File: src/rtl/wb_sched.sv
// wb_sched: writeback scheduler for the RV32I register-file write path.
// Classifies one decoded instruction at a time, drives the rd write-data mux
// select (00 PC_next, 01 immediate, 10 ALU_res, 11 mem_read), sequences loads
// through a memory-read handshake and counts retired instructions.
// Optional load timeout: define WB_TIMEOUT_EN to enable the LD_WAIT watchdog
// (limit set by MEM_TIMEOUT, legal range 1..255).
module wb_sched #(
  parameter int MEM_TIMEOUT = 15
) (
  input  logic        clk,
  input  logic        rst,
  input  logic        instr_valid,
  output logic        instr_ready,
  input  logic [6:0]  opcode,
  input  logic [4:0]  rd_in,
  output logic        mem_req,
  input  logic        mem_valid,
  output logic [1:0]  rd_sel,
  output logic [4:0]  rd_addr,
  output logic        reg_we,
  output logic        wb_done,
  output logic        illegal,
  output logic        load_fault,
  output logic [31:0] retire_cnt
);

  typedef enum logic [1:0] {IDLE, WB, LD_WAIT} state_t;

  localparam logic [1:0] SEL_PC  = 2'b00;
  localparam logic [1:0] SEL_IMM = 2'b01;
  localparam logic [1:0] SEL_ALU = 2'b10;
  localparam logic [1:0] SEL_MEM = 2'b11;

  // Reject an out-of-range timeout limit at elaboration.
  if (MEM_TIMEOUT < 1 || MEM_TIMEOUT > 255) begin : g_bad_timeout
    $error("wb_sched: MEM_TIMEOUT must be in 1..255");
  end

  state_t     state, state_nxt;
  logic [1:0] dec_sel;
  logic       dec_wr, dec_ill, dec_load;
  logic       cls_wr, cls_ill;
  logic       accept, timeout_hit;
  logic       done_int, we_int, ill_int, fault_int;

  // Opcode classification into mux select, write flag, illegal and load.
  always_comb begin
    // NOTE: every combinational output gets a default first so no path can infer a latch.
    dec_sel  = SEL_ALU;
    dec_wr   = 1'b0;
    dec_ill  = 1'b0;
    dec_load = 1'b0;
    case (opcode)
      7'b0110111:             begin dec_sel = SEL_IMM; dec_wr = 1'b1; end
      7'b0010111:             begin dec_sel = SEL_ALU; dec_wr = 1'b1; end
      7'b1101111, 7'b1100111: begin dec_sel = SEL_PC;  dec_wr = 1'b1; end
      7'b0110011, 7'b0010011: begin dec_sel = SEL_ALU; dec_wr = 1'b1; end
      7'b0000011:             begin dec_sel = SEL_MEM; dec_wr = 1'b1; dec_load = 1'b1; end
      7'b0100011, 7'b1100011,
      7'b0001111, 7'b1110011: dec_sel = SEL_ALU;
      default:                dec_ill = 1'b1;
    endcase
  end

`ifdef WB_TIMEOUT_EN
  logic [7:0] to_cnt;

  assign timeout_hit = !mem_valid && (to_cnt == 8'(MEM_TIMEOUT));

  // Watchdog: cleared on entry to LD_WAIT, counts cycles without mem_valid.
  always_ff @(posedge clk) begin
    if (rst)                              to_cnt <= '0;
    else if (accept)                      to_cnt <= '0;
    else if (state == LD_WAIT && !mem_valid) to_cnt <= to_cnt + 8'd1;
  end
`else
  assign timeout_hit = 1'b0;
`endif

  // Next-state and output decode.
  always_comb begin
    state_nxt   = state;
    instr_ready = 1'b0;
    mem_req     = 1'b0;
    accept      = 1'b0;
    done_int    = 1'b0;
    we_int      = 1'b0;
    ill_int     = 1'b0;
    fault_int   = 1'b0;
    case (state)
      IDLE: begin
        instr_ready = 1'b1;
        if (instr_valid) begin
          accept    = 1'b1;
          state_nxt = dec_load ? LD_WAIT : WB;
        end
      end
      WB: begin
        done_int  = 1'b1;
        we_int    = cls_wr && (rd_addr != 5'd0);
        ill_int   = cls_ill;
        state_nxt = IDLE;
      end
      LD_WAIT: begin
        mem_req = 1'b1;
        if (mem_valid) begin
          done_int  = 1'b1;
          we_int    = (rd_addr != 5'd0);
          state_nxt = IDLE;
        end else if (timeout_hit) begin
          done_int  = 1'b1;
          fault_int = 1'b1;
          state_nxt = IDLE;
        end
      end
      default: state_nxt = IDLE;
    endcase
  end

  // Strobes are suppressed while reset is being sampled.
  assign reg_we     = we_int    && !rst;
  assign wb_done    = done_int  && !rst;
  assign illegal    = ill_int   && !rst;
  assign load_fault = fault_int && !rst;

  // State, latched instruction class and retire counter.
  always_ff @(posedge clk) begin
    // NOTE: sequential state uses non-blocking assignments so all registers update together.
    if (rst) begin
      state      <= IDLE;
      rd_sel     <= SEL_ALU;
      rd_addr    <= 5'd0;
      cls_wr     <= 1'b0;
      cls_ill    <= 1'b0;
      retire_cnt <= 32'd0;
    end else begin
      state <= state_nxt;
      if (accept) begin
        rd_sel  <= dec_sel;
        rd_addr <= rd_in;
        cls_wr  <= dec_wr;
        cls_ill <= dec_ill;
      end
      if (done_int) retire_cnt <= retire_cnt + 32'd1;
    end
  end

endmodule

File: config.mk
export PLATFORM = sky130hd
export DESIGN_NAME = wb_sched
export DESIGN_NICKNAME = d
export VERILOG_FILES = /design/src/rtl/wb_sched.sv
export SDC_FILE = /design/constraint.sdc
export NUM_CORES = 1
export LEC_CHECK = 0
export CORE_MARGIN = 2
export CORE_UTILIZATION = 53
export CTS_BUF_LIST = sky130_fd_sc_hd__clkbuf_4 sky130_fd_sc_hd__clkbuf_8
export CTS_CLUSTER_DIAMETER = 100
export DETAILED_ROUTE_END_ITERATION = 8
export PLACE_DENSITY = 0.88
export SLEW_MARGIN = 20
export SYNTH_ARGS = -nofsm -noshare
export SYNTH_HDL_FRONTEND = slang
export SYNTH_SLANG_ARGS = --single-unit
File: constraint.sdc
create_clock -name clk -period 2.7 [get_ports clk]
set_input_delay 0.81 -clock clk [delete_from_list [all_inputs] [get_ports clk]]
set_output_delay 0.81 -clock clk [all_outputs]
set_load 0.02 [all_outputs]
* Word level (Yosys, flattened, before mapping)
Cells that the tools add are included.
** Operators by class
- $add $sub $neg :: 1
- Multipliers :: 0
- Divide/modulo/power cells :: 0
- Magnitude comparators :: 0
- Equality and inequality tests :: 15
- Shifts and indexed selects :: 0
- Multiplexer cells :: 17
- Bitwise logic cells :: 0
- Reductions and logical operators :: 11
** Operators by type and width (number)
- 32-bit by 1-bit adder with 32-bit output, second input constant :: 1
- 7-bit equality test, second input constant :: 4
- 7-bit by 6-bit equality test with 1-bit output, second input constant :: 3
- 7-bit by 5-bit equality test with 1-bit output, second input constant :: 2
- 11-bit OR reduction :: 1
- 1-bit two-way mux :: 10
- 7-bit by 2-bit equality test with 1-bit output, second input constant :: 1
- 7-bit by 4-bit equality test with 1-bit output, second input constant :: 1
- 7-bit OR reduction :: 1
- 2-bit two-way mux :: 3
- 2-bit one-hot mux with 3 select lines :: 1
- 5-bit nonzero test :: 1
- 1-bit logical AND :: 4
- 2-bit != test, second input constant :: 2
- 1-bit one-hot mux with 2 select lines :: 2
- 2-bit one-hot mux with 2 select lines :: 1
- 2-bit by 1-bit equality test with 1-bit output, second input constant :: 1
- 2-bit equality test, second input constant :: 1
- 2-bit logical NOT :: 1
- 2-bit AND reduction :: 1
- 2-bit OR reduction :: 1
- 1-bit logical NOT :: 1
** Word-level totals
- Register bits :: 43
- Bits in latches :: 0
- RAM bits :: 0
- Memory bits (read-only) :: 0
- Input bits :: 16
- Output and inout port bits :: 45
- Word-level logic and storage cells :: 50
- Memories :: 0

* Longest topological paths before layout
Gate-level depths: netlist of the first run.
- Depth after elaboration :: 5
- Gate-level depth with buffers :: 8
- Gate-level depth less buffers :: 7

* Least setup slack after synthesis of the first run
OpenSTA, ideal clock, no wires.
- Path kind :: input port to output port
- Start :: in mem_valid
- End :: out reg_we
- Data arrival time :: 1.823 ns
- Data required time :: 1.890 ns
- Slack :: 0.067 ns
- Stages :: 3
- Path buffers :: 0
- Cells stage by stage :: a21oi_2 nand2b_1 nor4_1
** On the way
- Word-level cells in the longest chain between the ends :: 3
** Ends and longest elaborated chain
- start: declaration :: RTL line 17 : input logic mem_valid,
- 1-bit two-way mux :: RTL line 106 : if (mem_valid) begin
- 1-bit one-hot mux with 2 select lines :: RTL line 90 : case (state)
- 1-bit logical AND :: RTL line 121 : assign reg_we = we_int && !rst;
- end: declaration :: RTL line 20 : output logic reg_we,
No other way between the ends.

* Worst setup path after layout of the first run
- Start :: in rst
- End :: out illegal
** On the way
- Word-level cells in the longest chain between the ends :: 2
** Ends and longest elaborated chain
- start: declaration :: RTL line 11 : input logic rst,
- 1-bit logical NOT :: RTL line 123 : assign illegal = ill_int && !rst;
- 1-bit logical AND :: RTL line 123
- end: declaration :: RTL line 22 : output logic illegal,
No other way between the ends.

==> metrics.txt, run 1 <==
# TYPE chip_impl_metric gauge
chip_impl_metric{name="initial_utilization",unit="%"} 56.4
chip_impl_metric{name="totalNegativeSetupSlack",unit="ps"} 0
chip_impl_metric{name="numClockSinks",unit=""} 43
chip_impl_info{name="crit-reg2reg-capture",value="retire_cnt[29]$_SDFFE_PP0P_"} 1
chip_impl_metric{name="vias_per_cell",unit=""} 5.38
chip_impl_metric{name="cp.required",unit="ps"} 1890
chip_impl_metric{name="netlist_area",unit="mm2"} 0.00211
chip_impl_metric{name="worst-endpoint-arrival",unit="ps"} 1830
chip_impl_metric{name="avgRoutedWirePerCell",unit="um"} 13.8
chip_impl_metric{name="min_period_over_period",unit="%"} 97.6
chip_impl_info{name="clock_tree_from_tritoncts",value="built"} 1
chip_impl_metric{name="drt-initial-drc-count",unit=""} 134
chip_impl_metric{name="ys_seq_elements",unit=""} 43
chip_impl_metric{name="die_h",unit="um"} 67.1
chip_impl_metric{name="io_buffer_count",unit=""} 59
chip_impl_metric{name="post_cts_clock_slew_at_the_launch_and_capture_registers_of_the_worst_setup_and_hold_paths",unit="ps"} 80
chip_impl_metric{name="post_synthesis_area_per_instance",unit="um2"} 8.44
chip_impl_metric{name="standard_cell_core_area",unit="mm2"} 0.00374
chip_impl_metric{name="clock_tree.buffer_depth",unit=""} 2
chip_impl_metric{name="static-leakage-power",unit="nW"} 1.10
chip_impl_metric{name="dieArea",unit="mm2"} 0.00450
chip_impl_metric{name="ff2ff_path_depth",unit=""} 8
chip_impl_metric{name="synthToLayoutAreaGrowth",unit="%"} 36.0
chip_impl_info{name="leading_cell_type_in_the_layout_fill_and_taps_excluded",value="sky130_fd_sc_hd__clkdlybuf4s50_1"} 1
chip_impl_metric{name="layout.filler_cells",unit=""} 299
chip_impl_metric{name="clock_latency_reported_for_the_late_side_of_the_worst_skew_pair",unit="ps"} 290
chip_impl_metric{name="power.ir.vdd_worst",unit="mV"} 0.324
chip_impl_metric{name="synth_warnings",unit=""} 0
chip_impl_metric{name="detailedPlacementHpwl",unit="um"} 3700
chip_impl_metric{name="setup_viol_count_final",unit=""} 0
chip_impl_metric{name="maximum_number_of_pins_on_one_net_before_global_route_repair",unit=""} 27
chip_impl_metric{name="post-route-drc-count",unit=""} 0
chip_impl_metric{name="final-instance-count-excl-fill",unit=""} 364
chip_impl_metric{name="cts-buffers-inserted",unit=""} 5
chip_impl_info{name="end_of_the_critical_path",value="illegal"} 1
chip_impl_metric{name="route.antenna.remaining_nets",unit=""} 0
chip_impl_metric{name="reg2reg_setup_slack",unit="ps"} 840
chip_impl_metric{name="pwr_density_cell",unit="mW/mm2"} 412
chip_impl_metric{name="floorplan.io_pins",unit=""} 61
chip_impl_metric{name="grt_pass1_wl",unit="um"} 8310
chip_impl_metric{name="placement_rows",unit=""} 22
chip_impl_info{name="outcome",value="finished, final reports clean"} 1
chip_impl_metric{name="antenna_found_initial",unit=""} 0
chip_impl_metric{name="final_net_count",unit=""} 336
chip_impl_metric{name="crit_fanout",unit=""} 4
chip_impl_metric{name="num_vias",unit=""} 1957
chip_impl_info{name="critPathLaunch",value="rst"} 1
chip_impl_info{name="setup.worst_path.end_class",value="primary output"} 1
chip_impl_metric{name="post-place-cells",unit=""} 357
chip_impl_metric{name="layout.core_utilization",unit="%"} 76.7
chip_impl_metric{name="vias_in_the_first_global_route",unit=""} 1858
chip_impl_metric{name="finalHoldViolations",unit=""} 0
chip_impl_metric{name="globalRouteOverflowTotal",unit=""} 0
chip_impl_metric{name="yosys.cell_types.count",unit=""} 45
chip_impl_info{name="hold_class",value="flop to flop"} 1
chip_impl_info{name="critPathKind",value="input port to primary output"} 1
chip_impl_metric{name="cts_hold_buffers",unit=""} 0
chip_impl_metric{name="synthesis.instances",unit=""} 250
chip_impl_metric{name="finalWirelength",unit="um"} 5030
chip_impl_metric{name="maxCapViolations",unit=""} 0
chip_impl_info{name="root_buffer",value="sky130_fd_sc_hd__clkbuf_8"} 1
chip_impl_metric{name="ctsHtreeMaxLevel",unit=""} 2
chip_impl_info{name="regToRegStartpoint",value="state[1]$_SDFFE_PP0P_"} 1
chip_impl_metric{name="slew_viol_final",unit=""} 0
chip_impl_metric{name="layout-drive-gt1-share",unit="%"} 10.4
chip_impl_info{name="critPathLaunchType",value="input port"} 1
chip_impl_metric{name="timing.fmax",unit="GHz"} 0.379
chip_impl_info{name="final_cell_mix",value="sky130_fd_sc_hd__clkdlybuf4s50_1, sky130_fd_sc_hd__nor2_1, sky130_fd_sc_hd__dfxtp_1"} 1
chip_impl_metric{name="gp_congestion",unit=""} 0.777
chip_impl_info{name="grt_setup_unrepaired",value="false"} 1
chip_impl_metric{name="final.setup_skew",unit="ps"} 5.42
chip_impl_metric{name="synth-edff-count",unit=""} 0
chip_impl_metric{name="post-route-min-period",unit="ps"} 2640
chip_impl_metric{name="antennaDiodeCount",unit=""} 0
chip_impl_metric{name="drt-pass1-iter-count",unit=""} 4
chip_impl_metric{name="ys_seq_area_share",unit="%"} 40.8
chip_impl_metric{name="synth.net_count",unit=""} 270
chip_impl_metric{name="die_w",unit="um"} 67.1
chip_impl_metric{name="hold-worst-slack",unit="ps"} 486
chip_impl_info{name="postSynth.topFlopCell",value="sky130_fd_sc_hd__dfxtp_1"} 1
chip_impl_metric{name="grt_util_all_layers",unit="%"} 24.3
chip_impl_metric{name="async_sr_flop_fraction",unit="%"} 0
## layout make-up
class / count / area (um2) / area share, %
inverters: 7 / 26.3 / 0.915
clock inverters: 1 / 5.00 / 0.174
well taps: 48 / 60.1 / 2.09
multi-input cells: 190 / 1180 / 41.0
repair buffers: 69 / 659 / 23.0
flip-flops and latches: 43 / 861 / 30.0
clock buffers: 6 / 82.6 / 2.88
## per-layer routing
layer  vias to the layer above  track usage (%)  wire length [um]
li1                        983                -                 -
met1                       929             31.1              2250
met2                        43             40.8              2550
met3                         2             6.08               203
met4                         0             6.38                17
met5                         -                0                 0
## stage by stage
stage	instance area, um2	setup slack [ps]	power, W
6_report	2870	64.0	0.00118
5_1_grt	2870	22.3	0.00123
4_1_cts	2870	62.1	0.00119
3_5_place_dp	2780	-592	0.000783
3_3_place_gp	2780	-570	0.000780
2_1_floorplan	2110	66.7	0.000727
## timing repair
item,in CTS,in global routing
setup endpoints to repair,3,0
resized for setup,15,0
buffers inserted,0,0
hold endpoints to repair,0,0
## cells by family after synthesis
group           after synthesis  synth area share, %
other cells                   1                0.178
mux                           1                0.474
simple gates                130                 32.9
flops                        43                 40.8
fa+ha+maj                     4                 2.37
xor+xnor                     30                 12.4
buf+inv                      17                 3.79
compound gates               24                 7.05
## report_power, final
| group | internal (W) | total (W) | switching [W] | leakage (nW) |
|---|---|---|---|---|
| clock network | 0.000201 | 0.000414 | 0.000213 | 0.0470 |
| logic | 0.0000561 | 0.000120 | 0.0000644 | 0.706 |
| registers | 0.000642 | 0.000649 | 0.00000638 | 0.348 |
| total | 0.000900 | 0.00118 | 0.000284 | 1.10 |
## critical path, cell delays in order
cell	delay, ps
sky130_fd_sc_hd__clkdlybuf4s50_1	420
sky130_fd_sc_hd__buf_4	160
sky130_fd_sc_hd__nor2_1	90
sky130_fd_sc_hd__dlygate4sd2_1	340
## worst min path at each step
stage                                start                      to  slack [ps]  cells past startpoint
CTS                 rd_sel[1]$_SDFFE_PP1P_  rd_sel[1]$_SDFFE_PP1P_         480                      1
floorplan            state[0]$_SDFFE_PP0P_   state[0]$_SDFFE_PP0P_         450                      2
global placement    rd_sel[1]$_SDFFE_PP1P_  rd_sel[1]$_SDFFE_PP1P_         450                      1
finish              rd_sel[1]$_SDFFE_PP1P_  rd_sel[1]$_SDFFE_PP1P_         490                      1
global route        rd_sel[1]$_SDFFE_PP1P_  rd_sel[1]$_SDFFE_PP1P_         500                      1
detailed placement  rd_sel[1]$_SDFFE_PP1P_  rd_sel[1]$_SDFFE_PP1P_         460                      1
## state kept, by name, indices dropped and copies added (netlist names)
signal and cells:
rd_addr 5, cls_ill 1, retire_cnt 32, rd_sel 2, cls_wr 1, state 2
## synthesized netlist by cell type, types with 4 or more instances
| master | instances | area (um2) |
|---|---|---|
| sky130_fd_sc_hd__inv_1 | 7 | 26.3 |
| sky130_fd_sc_hd__clkbuf_1 | 6 | 22.5 |
| sky130_fd_sc_hd__ha_1 | 4 | 50.1 |
| sky130_fd_sc_hd__xnor2_1 | 5 | 43.8 |
| sky130_fd_sc_hd__nand3_1 | 11 | 55.1 |
| sky130_fd_sc_hd__a21oi_1 | 12 | 60.1 |
| sky130_fd_sc_hd__nand2_1 | 25 | 93.8 |
| sky130_fd_sc_hd__nand4_1 | 17 | 106 |
| sky130_fd_sc_hd__xor2_1 | 25 | 219 |
| sky130_fd_sc_hd__nor3_1 | 4 | 20.0 |
| sky130_fd_sc_hd__dfxtp_1 | 43 | 861 |
| sky130_fd_sc_hd__nor2_1 | 46 | 173 |
Power figures use the tool's default switching activity.
==> run 2, diff against run 1 <==
--- a/config.mk
+++ b/config.mk
@@ -6,11 +6,12 @@
 export NUM_CORES = 1
 export LEC_CHECK = 0
 export CORE_MARGIN = 2
-export CORE_UTILIZATION = 53
+export CORE_UTILIZATION = 60
 export CTS_BUF_LIST = sky130_fd_sc_hd__clkbuf_4 sky130_fd_sc_hd__clkbuf_8
 export CTS_CLUSTER_DIAMETER = 100
 export DETAILED_ROUTE_END_ITERATION = 8
-export PLACE_DENSITY = 0.88
+export DONT_BUFFER_PORTS = 1
+export PLACE_DENSITY = 0.76
 export SLEW_MARGIN = 20
 export SYNTH_ARGS = -nofsm -noshare
 export SYNTH_HDL_FRONTEND = slang
==> metrics.txt, run 2 (synthesized netlist as in run 1, its figures left out) <==
# TYPE chip_impl_metric gauge
chip_impl_info{name="outcome",value="finished, final reports clean"} 1
chip_impl_metric{name="route.antenna.remaining_nets",unit=""} 0
chip_impl_metric{name="die_w",unit="um"} 63.3
chip_impl_metric{name="min_period_over_period",unit="%"} 96.5
chip_impl_metric{name="cp.required",unit="ps"} 1890
chip_impl_metric{name="post-route-min-period",unit="ps"} 2600
chip_impl_metric{name="gp_congestion",unit=""} 0.784
chip_impl_metric{name="maxCapViolations",unit=""} 0
chip_impl_metric{name="cts.repair.resized",unit=""} 0
chip_impl_metric{name="maximum_number_of_pins_on_one_net_before_global_route_repair",unit=""} 47
chip_impl_metric{name="placement_rows",unit=""} 21
chip_impl_metric{name="io_buffer_count",unit=""} 0
chip_impl_metric{name="min_delay_path_depth",unit=""} 2
chip_impl_metric{name="ff_latch_area",unit="um2"} 861
chip_impl_metric{name="post-place-cells",unit=""} 289
chip_impl_metric{name="num_vias",unit=""} 1701
chip_impl_metric{name="finalHoldViolations",unit=""} 0
chip_impl_metric{name="reg2reg_setup_slack",unit="ps"} 660
chip_impl_metric{name="vias_per_cell",unit=""} 5.75
chip_impl_metric{name="drt-pass1-iter-count",unit=""} 5
chip_impl_metric{name="detailed_place.area",unit="mm2"} 0.00214
chip_impl_metric{name="clock_latency_reported_for_the_late_side_of_the_worst_skew_pair",unit="ps"} 360
chip_impl_metric{name="vias_in_the_first_global_route",unit=""} 1644
chip_impl_metric{name="cts_hold_buffers",unit=""} 0
chip_impl_metric{name="pwr_density_cell",unit="mW/mm2"} 500
chip_impl_metric{name="detailedPlacementHpwl",unit="um"} 3020
chip_impl_metric{name="worst-endpoint-arrival",unit="ps"} 1790
chip_impl_metric{name="die_h",unit="um"} 63.3
chip_impl_metric{name="standard_cell_core_area",unit="mm2"} 0.00336
chip_impl_metric{name="dp_worst_setup_slack",unit="ps"} 281
chip_impl_info{name="root_buffer",value="sky130_fd_sc_hd__clkbuf_4"} 1
chip_impl_metric{name="numClockSinks",unit=""} 43
chip_impl_metric{name="synthToLayoutAreaGrowth",unit="%"} 5.28
chip_impl_info{name="critPathLaunchType",value="flop"} 1
chip_impl_metric{name="antenna_found_initial",unit=""} 0
chip_impl_info{name="setup.worst_path.end_class",value="primary output"} 1
chip_impl_metric{name="initial_utilization",unit="%"} 62.8
chip_impl_info{name="crit-reg2reg-capture",value="retire_cnt[8]$_SDFFE_PP0P_"} 1
chip_impl_info{name="grt_setup_unrepaired",value="false"} 1
chip_impl_metric{name="largest_register_ff_count",unit=""} 32
chip_impl_metric{name="dieArea",unit="mm2"} 0.00401
chip_impl_metric{name="finalWirelength",unit="um"} 4190
chip_impl_metric{name="static-leakage-power",unit="nW"} 0.842
chip_impl_info{name="leading_cell_type_in_the_layout_fill_and_taps_excluded",value="sky130_fd_sc_hd__nor2_1"} 1
chip_impl_metric{name="totalNegativeSetupSlack",unit="ps"} 0
chip_impl_info{name="clock_tree_from_tritoncts",value="built"} 1
chip_impl_metric{name="grt_util_all_layers",unit="%"} 22.7
chip_impl_metric{name="setup_viol_count_final",unit=""} 0
chip_impl_metric{name="final.setup_skew",unit="ps"} 7.95
chip_impl_metric{name="cts-buffers-inserted",unit=""} 5
chip_impl_metric{name="floorplan.io_pins",unit=""} 61
chip_impl_metric{name="grt_pass1_wl",unit="um"} 7310
chip_impl_info{name="regToRegStartpoint",value="retire_cnt[1]$_SDFFE_PP0P_"} 1
chip_impl_metric{name="total_power",unit="W"} 0.00111
chip_impl_metric{name="crit_fanout",unit=""} 7
chip_impl_metric{name="post-route-drc-count",unit=""} 0
chip_impl_metric{name="clock_tree.buffer_depth",unit=""} 2
chip_impl_metric{name="timing.fmax",unit="GHz"} 0.384
chip_impl_metric{name="ctsHtreeMaxLevel",unit=""} 2
chip_impl_metric{name="post-cts-setup-buffer-count",unit=""} 0
chip_impl_info{name="hold_class",value="flop to flop"} 1
chip_impl_metric{name="post_cts_clock_slew_at_the_launch_and_capture_registers_of_the_worst_setup_and_hold_paths",unit="ps"} 110
chip_impl_info{name="max_flop_register",value="retire_cnt"} 1
chip_impl_info{name="top_regs",value="retire_cnt: 32 flops, rd_addr: 5 flops"} 1
chip_impl_info{name="final_cell_mix",value="sky130_fd_sc_hd__nor2_1, sky130_fd_sc_hd__dfxtp_1, sky130_fd_sc_hd__nand2_1, sky130_fd_sc_hd__xor2_1, sky130_fd_sc_hd__nand4_1"} 1
chip_impl_metric{name="avgRoutedWirePerCell",unit="um"} 14.2
chip_impl_info{name="critPathKind",value="flop to primary output"} 1
chip_impl_metric{name="slew_viol_final",unit=""} 0
chip_impl_metric{name="antennaDiodeCount",unit=""} 0
chip_impl_metric{name="ff2ff_path_depth",unit=""} 6
chip_impl_metric{name="drt-initial-drc-count",unit=""} 125
chip_impl_metric{name="globalRouteOverflowTotal",unit=""} 0
chip_impl_info{name="critPathLaunch",value="state[0]$_SDFFE_PP0P_"} 1
chip_impl_metric{name="power.ir.vdd_worst",unit="mV"} 0.302
chip_impl_metric{name="layout-drive-gt1-share",unit="%"} 9.60
chip_impl_metric{name="final_worst_path_setup_slack",unit="ps"} 95.1
chip_impl_metric{name="final_net_count",unit=""} 270
chip_impl_metric{name="layout.filler_cells",unit=""} 300
chip_impl_metric{name="final-instance-count-excl-fill",unit=""} 296
chip_impl_metric{name="finalInstanceArea",unit="mm2"} 0.00222
chip_impl_info{name="end_of_the_critical_path",value="reg_we"} 1
chip_impl_metric{name="multi_input_area",unit="mm2"} 0.00118
[run 2: final cells by class]
type	count	share of cell area, %
Multi-Input combinational cell	190	53.1
Sequential cell	43	38.7
Tap cell	46	2.59
Clock buffer	6	2.03
Clock inverter	1	1.35
Inverter	7	1.18
Timing Repair Buffer	3	1.01
[run 2: routing by layer]
layer / global-route usage [%] / vias up / part of all wire, % / routed length (um)
li1: - / 855 / - / -
met1: 27.6 / 775 / 45 / 1880
met3: 7.86 / 9 / 8.0 / 337
met5: 0 / - / 0 / 0
met4: 10.9 / 0 / 1.9 / 78
met2: 35.9 / 62 / 45 / 1890
[run 2: critical path: stages (launching register included)]
cell and delay, ps:
sky130_fd_sc_hd__dfxtp_1 350, sky130_fd_sc_hd__inv_1 80, sky130_fd_sc_hd__ha_2 210, sky130_fd_sc_hd__a21oi_4 100
sky130_fd_sc_hd__nand2b_1 220, sky130_fd_sc_hd__nor4_1 290, sky130_fd_sc_hd__buf_4 190
[run 2: how the worst min path moves through the flow]
stage	startpoint	to	slack (ps)
after floorplan	state[0]$_SDFFE_PP0P_	state[0]$_SDFFE_PP0P_	450
after global placement	state[0]$_SDFFE_PP0P_	state[0]$_SDFFE_PP0P_	460
after detailed placement	cls_ill$_SDFFE_PP0P_	cls_ill$_SDFFE_PP0P_	480
after CTS	rst	rd_addr[2]$_SDFFE_PP0P_	500
after global routing	rst	rd_addr[2]$_SDFFE_PP0P_	480
final	state[0]$_SDFFE_PP0P_	state[0]$_SDFFE_PP0P_	500
[run 2: where the power goes]
part           internal, W  total (W)  switching [W]
clock network     0.000201   0.000400       0.000200
logic            0.0000208  0.0000527      0.0000319
registers         0.000643   0.000658      0.0000147
[run 2: stage by stage]
stage | hold slack (ps) | util [%]
2_1_floorplan | 454 | -
3_3_place_gp | 462 | 63.5
3_5_place_dp | 483 | 63.5
4_1_cts | 498 | 65.8
5_1_grt | 484 | 66.1
6_report | 500 | 66.1
